$ cat src/rtl/sumador_restador_serie.sv
// Digit-serial two's-complement add/subtract unit. It processes DIGIT bits per clock, LSB digit first,
// behind a start/busy/done handshake. Results and flags are registered and held until the next completion.

module fullAdder (
    input  logic a,
    input  logic b,
    input  logic ci,
    output logic s,
    output logic co
);
    assign s  = a ^ b ^ ci;
    assign co = (a & b) | (ci & (a ^ b));
endmodule

module digitAdder #(
    parameter int W = 4
) (
    input  logic [W-1:0] a,
    input  logic [W-1:0] b,
    input  logic         cin,
    output logic [W-1:0] sum,
    output logic         cout,
    output logic         cMsb
);
    logic [W:0] c;

    assign c[0] = cin;

    for (genvar i = 0; i < W; i++) begin : gBit
        fullAdder uFa (
            .a  (a[i]),
            .b  (b[i]),
            .ci (c[i]),
            .s  (sum[i]),
            .co (c[i+1])
        );
    end

    assign cout = c[W];
    // Carry into the top bit of this digit; for the last digit this is the carry into the MSB.
    assign cMsb = c[W-1];
endmodule

module sumador_restador_serie #(
    parameter int NBITS = 8,
    parameter int DIGIT = 4
) (
    input  logic             iClk,
    input  logic             iRst,
    input  logic             iStart,
    input  logic             iOp,
    input  logic [NBITS-1:0] iX,
    input  logic [NBITS-1:0] iY,
    output logic             oBusy,
    output logic             oDone,
    output logic [NBITS-1:0] oS,
    output logic             oCout,
    output logic             oOverflow,
    output logic             oZero
);
    localparam int NDIG = NBITS / DIGIT;
    localparam int KW   = (NDIG > 1) ? $clog2(NDIG) : 1;

    localparam logic [1:0] IDLE = 2'd0;
    localparam logic [1:0] RUN  = 2'd1;
    localparam logic [1:0] DONE = 2'd2;

    logic [1:0]       state;
    logic [NBITS-1:0] xReg, yReg, acc, resNext;
    logic             carry;
    logic [KW-1:0]    k;
    logic [DIGIT-1:0] xDig, yDig, dSum;
    logic             dCout, dCmsb, lastDig, accept;

    always_comb begin
        xDig    = xReg[int'(k)*DIGIT +: DIGIT];
        yDig    = yReg[int'(k)*DIGIT +: DIGIT];
        resNext = acc;
        resNext[int'(k)*DIGIT +: DIGIT] = dSum;
    end

    digitAdder #(.W(DIGIT)) uDigit (
        .a    (xDig),
        .b    (yDig),
        .cin  (carry),
        .sum  (dSum),
        .cout (dCout),
        .cMsb (dCmsb)
    );

    assign lastDig = (k == KW'(NDIG - 1));
    assign accept  = iStart && (state == IDLE || state == DONE);
    assign oBusy   = (state == RUN);
    assign oDone   = (state == DONE);

    always_ff @(posedge iClk) begin
        if (iRst) begin
            state     <= IDLE;
            xReg      <= '0;
            yReg      <= '0;
            acc       <= '0;
            carry     <= 1'b0;
            k         <= '0;
            oS        <= '0;
            oCout     <= 1'b0;
            oOverflow <= 1'b0;
            oZero     <= 1'b0;
        end else begin
            case (state)
                RUN: begin
                    acc[int'(k)*DIGIT +: DIGIT] <= dSum;
                    carry <= dCout;
                    if (lastDig) begin
                        k         <= '0;
                        state     <= DONE;
                        oS        <= resNext;
                        oCout     <= dCout;
                        oOverflow <= dCmsb ^ dCout;
                        oZero     <= (resNext == '0);
                    end else begin
                        k <= k + 1'b1;
                    end
                end
                default: begin
                    // Subtract is X + ~Y + 1: invert Y here and seed the carry with the op bit.
                    if (accept) begin
                        xReg  <= iX;
                        yReg  <= iY ^ {NBITS{iOp}};
                        carry <= iOp;
                        k     <= '0;
                        state <= RUN;
                    end else begin
                        state <= IDLE;
                    end
                end
            endcase
        end
    end
endmodule

$ cat config.mk
export PLATFORM = sky130hd
export DESIGN_NAME = sumador_restador_serie
export DESIGN_NICKNAME = d
export VERILOG_FILES = /design/src/rtl/sumador_restador_serie.sv
export SDC_FILE = /design/constraint.sdc
export NUM_CORES = 1
export LEC_CHECK = 0
export CORE_MARGIN = 2
export CORE_UTILIZATION = 45
export DETAILED_ROUTE_END_ITERATION = 7
export DONT_BUFFER_PORTS = 1
export GPL_TIMING_DRIVEN = 0
export PLACE_DENSITY = 0.57
export SLEW_MARGIN = 10
export SYNTH_ARGS = -nofsm -noshare
export SYNTH_HDL_FRONTEND = slang
export SYNTH_SLANG_ARGS = --single-unit
$ cat constraint.sdc
create_clock -name iClk -period 8.5 [get_ports iClk]
set_input_delay 1.275 -clock iClk [delete_from_list [all_inputs] [get_ports iClk]]
set_output_delay 1.275 -clock iClk [all_outputs]
set_load 0.03 [all_outputs]
Word level (Yosys, flattened, before mapping)
Index checks and enable logic that the tools add are counted.
Storage, ports and cells
  input port bits: 20
  output and inout port bits: 13
  register bits: 39
Cells by class
  add/subtract/negate cells: 2
  reduce and logical (&&, ||, !) cells: 7
  bitwise operators: 23
  shift-type cells: 4
  muxes and demuxes: 9
  equality and inequality tests: 3
Operators with widths (count)
  $neg A3 Y33: 1
  $shift A4 B33 Y8 const A: 1
  $shiftx A4 B33 Y8: 1
  $shiftx A8 B4 Y4: 2
  $xor A1 B1 Y1: 9
  $and A1 B1 Y1: 8
  $bwmux W8: 1
  $logic_not A8 Y1: 1
  $xor A8 B8 Y8: 1
  $mux W1: 6
  $mux W2: 2
  $or A1 B1 Y1: 4
  $reduce_and A2 Y1: 2
  $eq A2 B1 Y1 const B: 1
  $eq A2 B2 Y1 const B: 1
  $logic_not A2 Y1: 1
  $ne A2 B1 Y1 const B: 1
  $reduce_bool A2 Y1: 1
  $add A1 B1 Y1 const B: 1
  $logic_and A1 B1 Y1: 1
  $logic_or A1 B1 Y1: 1
  $not A1 Y1: 1

Logic depth before layout (Yosys ltp)
Gate-level depths: netlist (run 1).
  depth in word-level cells: 12
  gate-level depth with buffers: 10

Cells and area by module
From an unflattened synthesis (run 1), not the netlist that was laid out.
Second synthesis, totals
  cells, all modules: 166
  area, all modules: 1535.2 sq um
By module, submodules not included
  sumador_restador_serie: instances 1, cells an instance 162, area an instance 1455.1 sq um
  fullAdder: instances 4, cells an instance 1, area an instance 20.0 sq um

Worst setup path before layout (run 1)
No wires, ideal clock.
  kind: register -> register
  from: register k
  to: register oZero
  data arrival time: 3119 ps
  buffers on the path: 2
  setup time: 117 ps
  data required time: 8383 ps
  stages on the path, launching flop included: 11
  setup slack: 5264 ps
  cell sequence: dfxtp_1 > buf_2 > buf_2 > mux2_2 > fa_1 > fa_1 > fa_1 > inv_1 > fa_1 > nor4b_1 > a32o_1
On the way
  word-level cells in the longest chain between the ends: 12
RTL lines
  start, declared: line 71  | logic [KW-1:0] k;
  start signal, assigned: line 121  | k <= k + 1'b1;
  $shiftx A8 B4 Y4, on equally long branches: line 76, 77
  $xor A1 B1 Y1: line 11, 12
  $and A1 B1 Y1: line 12  | assign co = (a & b) | (ci & (a ^ b));
  $or A1 B1 Y1: line 12
  $and A1 B1 Y1: line 12
  $or A1 B1 Y1: line 12
  $and A1 B1 Y1: line 12
  $or A1 B1 Y1: line 12
  $xor A1 B1 Y1: line 11  | assign s = a ^ b ^ ci;
  $shiftx A4 B33 Y8: line 79  | resNext[int'(k)*DIGIT +: DIGIT] = dSum;
  $bwmux W8: line 79
  $logic_not A8 Y1: line 119  | oZero <= (resNext == '0);
  end signal, assigned: line 119
  end, declared: line 59  | output logic oZero
Several ways; a longest one is shown, not always the timed one.
A chain may end at the register's enable or synchronous reset.

Worst setup path after layout (run 1)
Same ends and word-level chain as after synthesis.

==> results of run 1 <==
[layout by cell type (no fill, tap or decap), types with 2 or more instances in the layout]
cell type / Yosys / routed
a21oi_1: 14 / 14
clkbuf_4: 0 / 5
o21ai_0: 3 / 3
mux2i_1: 2 / 2
nand2_1: 19 / 19
a211oi_1: 9 / 9
nand2b_1: 2 / 2
a22o_1: 8 / 8
buf_4: 3 / 3
nand3_1: 2 / 2
mux2_2: 6 / 6
nor2b_1: 2 / 2
dfxtp_1: 35 / 35
xnor2_1: 9 / 9
o2bb2ai_1: 2 / 2
clkbuf_1: 2 / 2
nor2_1: 9 / 9
fa_1: 4 / 4
buf_2: 7 / 7
[final timing paths]
check / from / endpoint / slack, ps
worst min-delay path: xReg[4] / xReg[4] / 460
worst max register to register: k / oZero / 5030
worst min register to register: xReg[4] / xReg[4] / 460
worst max-delay path: k / oZero / 5030
[Yosys cell counts (2+ instances only)]
cell type / number / share of area [%]
a211oi_1: 9 / 4.5
a21oi_1: 14 / 4.7
a22o_1: 8 / 4.7
buf_2: 7 / 2.3
buf_4: 3 / 1.5
clkbuf_1: 2 / 0.50
dfxtp_1: 35 / 47
fa_1: 4 / 5.3
mux2_2: 6 / 4.5
mux2i_1: 2 / 1.3
nand2_1: 19 / 4.7
nand2b_1: 2 / 0.83
nand3_1: 2 / 0.67
nor2_1: 9 / 2.2
nor2b_1: 2 / 0.83
o21ai_0: 3 / 1.0
o2bb2ai_1: 2 / 1.2
xnor2_1: 9 / 5.2
[state kept, by name (all words and copies together) (netlist names)]
| register | count |
|---|---|
| oS | 8 |
| xReg | 8 |
| yReg | 8 |
| acc | 4 |
| state | 2 |
| carry | 1 |
| k | 1 |
| oCout | 1 |
| oOverflow | 1 |
| oZero | 1 |
[where the power goes]
group / internal (W) / switching (W) / leakage (nW)
Sequential: 0.000173 / 0.00000679 / 0.286
Clock: 0.0000695 / 0.0000551 / 0.0482
Combinational: 0.0000231 / 0.0000300 / 0.303
[stage by stage]
step                      cells  worst slack, ps  hold slack, ps  instance area [sq um]  utilization, %
after global placement      193             5050             441                   1560            50.2
final                       201             5030             460                   1640            53.0
after CTS                   201             5030             464                   1640            53.0
after global routing        201             4920             481                   1640            53.0
after detailed placement    193             5040             448                   1560            50.2
after floorplan             149             5260             433                   1500               -
[worst reg2reg max path: stages, from the launching register on]
cell and delay, ps:
dfxtp_1 320, buf_2 220, buf_2 290, mux2_2 390
fa_1 400, fa_1 390, fa_1 420, inv_1 90
fa_1 450, nor4b_1 170, a32o_1 240
[cells by family after synthesis]
group           after synthesis  synth area share, %
flops                        35                 46.6
simple gates                 39                 13.4
fa+ha+maj                     4                 5.33
xor+xnor                      9                 5.25
compound gates               39                 18.3
mux                           8                 5.83
buf+inv                      15                 5.25
[final cells by class]
cell class / count / area [sq um] / area share (%)
inverter: 3 / 13.8 / 0.837
clock buffer: 6 / 51.3 / 3.12
buffer: 12 / 65.1 / 3.96
sequential: 35 / 701 / 42.6
tap: 44 / 55.1 / 3.35
multi-input combinational: 99 / 723 / 44.0
clock inverter: 2 / 35.0 / 2.13
[routing by layer]
metal | share of wire [%] | wire [um] | global-route usage (%)
met4 | 1.8 | 51 | 7.29
met2 | 46 | 1290 | 28.0
met1 | 47 | 1320 | 19.5
met3 | 5.6 | 158 | 6.00
met5 | 0 | 0 | 0
==> summary.md, run 1 <==
| Metric | Value |
|---|---|
| Grt total ovfl | `0` |
| WL final | `roughly 2800 um` |
| Crit-path slowest cell | `fa_1` |
| Fill cells | `319` |
| Total CTS buffers | `5` |
| Slowest stage delay, CP | `roughly 450 ps` |
| Antenna violations before repair | `0` |
| Most used cell, CP | `fa_1` |
| Crit path arrival time | `about 3700 ps` |
| Post-DR vias/cell | `between 5 and 6` |
| Die area | `roughly 0.0038 sq mm` |
| Max Cap Viol | `0` |
| Syn nets | `173` |
| Rows | `20` |
| Final setup violation count | `0` |
| Async set or reset register ratio after synthesis | `0%` |
| Pleak | `between 0.6 and 0.7 nW` |
| Startpoint class of the critical path | `flop` |
| CP Capture Type | `flop` |
| Post_cts resized | `0` |
| Area Overhead vs Synth | `9.41%` |
| Starting DRT DRC Count | `55` |
| Gr usage total | `16.8%` |
| Global-route wire length before repair | `roughly 4600 um` |
| Synthesized instance count | `about 150` |
| WL/cell | `14.0 um` |
| Largest net degree at the start of global routing | `12` |
| DRC Markers | `0` |
| RSZ-0062 raised after global routing | `false` |
| Mean Syn Cell Area | `a little over 10 sq um` |
| DIE WIDTH | `about 62 um` |
| Clk slew on worst S/H paths | `roughly 110 ps` |
| WP buf/inv | `3` |
| Fmax | `0.288 GHz` |
| CTS sink cnt | `35` |
| Final period utilization | `40.8%` |
| Die Ht | `about 62 um` |
| Setup TNS | `0 ps` |
| Sequential area share after synthesis | `a little under half` |
| Effective utilization at floorplan | `48.4%` |
| Critical-path cell list | `buf_2 > buf_2 > mux2_2 > fa_1 > fa_1 > fa_1 > inv_1 > fa_1 > nor4b_1 > a32o_1` |
| WS Path Type | `reg2reg` |
| Clock buffer depth | `2` |
| Netlist Area Pre-Place | `0.00150 sq mm` |
| IO Pins | `33` |
| CTS Root Cell | `clkbuf_4` |
| Min cycle time layout | `~3500 ps` |
| Delay-heaviest family, CP | `adder cells` |
| R2R cell count | `10` |
| CTS tree | `yes` |
| Proportion of layout cells with a drive suffix above 1 | `between 10% and 20%` |
| Vias in the first global route | `1016` |
| Top FF cell, synth | `dfxtp_1` |
| Critical-path maximum fanout | `10` |
| Routed Antenna Nets | `0` |
| Final setup skew | `~6.2 ps` |
| Outcome | `completed` |
| Pwr dens | `between 200 and 250 mW/mm^2` |
| Hold Buf Count CTS | `0` |
| NumNets Final | `180` |
| Worst Hold Depth | `2` |
| CP Depth | `10` |
| DP HPWL | `around 2200 um` |
| Core area | `between 0.003 and 0.004 sq mm` |
| Final hold violations | `0` |
| Tot Pwr | `roughly 0.00036 W` |
| Worst Tran Pin Value | `between 500 and 600 ps` |
| Vias | `roughly 1100` |
| Worst-Skew Late Latency | `330 ps` |
| Synth cell types | `29` |
| Yosys warning total | `0` |
| Synth Register Bits | `35` |
| Worst Path Required | `8730 ps` |
| CTS H-tree depth | `2` |
| Post-CTS setup buffer count | `0` |
| Peak supply drop | `approximately 0.00010 V` |
| PortBufs | `0` |
| Relative slew slack | `between 60% and 70%` |
| Ant diodes | `0` |
| Hold crit path type | `reg2reg` |
| Initial DRT Pass Iterations | `4` |
| Max-slew violations | `0` |
| Number of flops mapped to enable cells by yosys | `0` |
| GP Congestion | `around 0.76` |
No activity file was read; power rests on OpenSTA's default activity.
==> inputs of run 2 (changes only) <==
==> constraint.sdc (replaced) <==
create_clock -name iClk -period 3.2 [get_ports iClk]
set_input_delay 0.48 -clock iClk [delete_from_list [all_inputs] [get_ports iClk]]
set_output_delay 0.48 -clock iClk [all_outputs]
set_load 0.03 [all_outputs]
==> summary.md, run 2 (same netlist as run 1, synthesis figures left out) <==
| Metric | Value |
|---|---|
| Most frequent cells in the layout | `dfxtp_1 (35), nand2_1 (19), a21oi_1 (14)` |
| Core area | `between 0.003 and 0.004 sq mm` |
| IO Pins | `33` |
| Worst-Skew Late Latency | `around 340 ps` |
| Area Overhead vs Synth | `13.3%` |
| Largest net degree at the start of global routing | `12` |
| PortBufs | `0` |
| Post-DR vias/cell | `between 5 and 6` |
| Die Ht | `roughly 60 um` |
| Pleak | `around 0.66 nW` |
| Crit path arrival time | `3330 ps` |
| Vias in the first global route | `approximately 1100` |
| Gr usage total | `17.5%` |
| Fmax | `about 0.32 GHz` |
| Leading cell type in the layout, fill and taps excluded | `dfxtp_1` |
| Worst Path Required | `around 3400 ps` |
| RSZ-0062 raised after global routing | `false` |
| CP Capture Type | `flop` |
| Clk slew on worst S/H paths | `between 100 and 150 ps` |
| Hold crit path type | `in2reg` |
| Placed Instances | `slightly below 200` |
| Final setup margin | `107 ps` |
| Ant diodes | `0` |
| Peak supply drop | `between 0.0002 and 0.00025 V` |
| Critical-path cell list | `buf_6 > buf_8 > mux2_2 > fa_1 > fa_2 > fa_2 > inv_1 > fa_1 > nor4b_1 > a32o_1` |
| Placed cell area | `between 0.0015 and 0.002 sq mm` |
| Vias | `approximately 1100` |
| DIE WIDTH | `slightly above 60 um` |
| Proportion of layout cells with a drive suffix above 1 | `a little under a quarter` |
| WL/cell | `approximately 14 um` |
| Startpoint class of the critical path | `flop` |
| Antenna violations before repair | `0` |
| Total CTS buffers | `5` |
| Rows | `20` |
| Layout Cells excl Fill | `~210` |
| Worst Tran Pin Value | `between 500 and 600 ps` |
| DRC Markers | `0` |
| Fin area | `roughly 0.0017 sq mm` |
| CTS Root Cell | `clkbuf_4` |
| Pwr dens | `567 mW/mm^2` |
| Clock buffer depth | `2` |
| Starting DRT DRC Count | `61` |
| Initial DRT Pass Iterations | `4` |
| Global-route wire length before repair | `approximately 4700 um` |
| Max-slew violations | `0` |
| Top flop regs | `oS: 8 flops, xReg: 8 flops, yReg: 8 flops` |
| Outcome | `completed` |
| Final setup violation count | `0` |
| WS Path Type | `reg2reg` |
| Effective utilization at floorplan | `48.4%` |
| Max Cap Viol | `0` |
| NumNets Final | `between 150 and 200` |
| Min cycle time layout | `3090 ps` |
| Grt total ovfl | `0` |
| Final setup skew | `~13 ps` |
| WL final | `2900 um` |
| CTS tree | `yes` |
| GP Congestion | `0.776` |
| Final period utilization | `96.7%` |
| Routed Antenna Nets | `0` |
| CTS sink cnt | `35` |
| Relative slew slack | `roughly 60%` |
| Final hold violations | `0` |
| Setup slack after placement | `-196 ps` |
| Die area | `around 0.0038 sq mm` |
| DP HPWL | `roughly 2100 um` |
| CTS H-tree depth | `2` |
| Critical-path maximum fanout | `10` |
| Crit-path slowest cell | `fa_1` |
| Slowest stage delay, CP | `between 400 and 500 ps` |
## run 2: cell types whose count changed in the layout (fill, tap and decap cells not counted)
cell   change
buf_6      +1
buf_2      -2
buf_4      +5
fa_2       +2
fa_1       -2
buf_8      +1
## run 2: layer usage
layer  global-route usage, %  wire length (um)  vias up
met5                       0                 0        -
met1                    19.1              1350      492
met2                    30.8              1370       26
li1                        -                 -      544
met3                    5.38               130        7
met4                    8.21                45        0
## run 2: critical path, delay by kind of cell (launching register included)
family	cells	cell delay, ps
adder cells (fa/ha/maj)	4	1540
multiplexers	1	360
buffers and inverters	3	350
flip-flops	1	330
AO/OA/AOI/OAI	1	240
AND/OR/NAND/NOR	1	170
## run 2: cell type report
| cell class | instances | area, sq um |
|---|---|---|
| flip-flops and latches | 35 | 701 |
| repair buffers | 5 | 37.5 |
| inverters | 3 | 13.8 |
| well taps | 44 | 55.1 |
| clock buffers | 6 | 51.3 |
| plain buffers | 12 | 81.3 |
| fillers | 326 | 1400 |
| multi-input cells | 99 | 728 |
| clock inverters | 2 | 35.0 |
## run 2: path summary, 6_finish.rpt
| check | slack, ps | startpoint | depth (start not counted) | endpoint |
|---|---|---|---|---|
| setup reg to reg | 110 | k | 10 | oZero |
| setup / recovery | 110 | k | 10 | oZero |
| hold reg to reg | 460 | xReg[2] | 2 | xReg[2] |
| hold / removal | 260 | iX[3] | 2 | xReg[3] |
## run 2: timing repair
action | CTS | global route
endpoints found under the hold margin | 0 | 0
endpoints found under the setup margin | 1 | 1
cloned | 0 | 0
setup buffers | 1 | 4
hold buffers | 0 | 0
pin swaps | 1 | 0
resized for setup | 5 | 1
## run 2: where the power goes
part	internal, W	leakage (nW)	switching (W)
Clock	0.000185	0.0482	0.000144
Sequential	0.000461	0.286	0.0000183
Combinational	0.0000745	0.327	0.0000840
## run 2: metrics by stage
stage	total power (W)	setup TNS, ps	hold WS (ps)	util (%)
6_report	0.000966	0	258	54.9
5_1_grt	0.00101	0	241	54.9
4_1_cts	0.000968	0	255	53.8
3_5_place_dp	0.000632	-196	447	50.3
3_3_place_gp	0.000630	-184	440	50.3
2_1_floorplan	0.000601	0	433	-
==> inputs of run 3 (changes only) <==
--- a/config.mk
+++ b/config.mk
@@ -5,6 +5,7 @@
 export SDC_FILE = /design/constraint.sdc
 export NUM_CORES = 1
 export LEC_CHECK = 0
+export CAP_MARGIN = 20
 export CORE_MARGIN = 2
 export CORE_UTILIZATION = 45
 export DETAILED_ROUTE_END_ITERATION = 7
==> results of run 3 <==
Same layout as run 2: the final DEF is identical, and so are final timing and power.
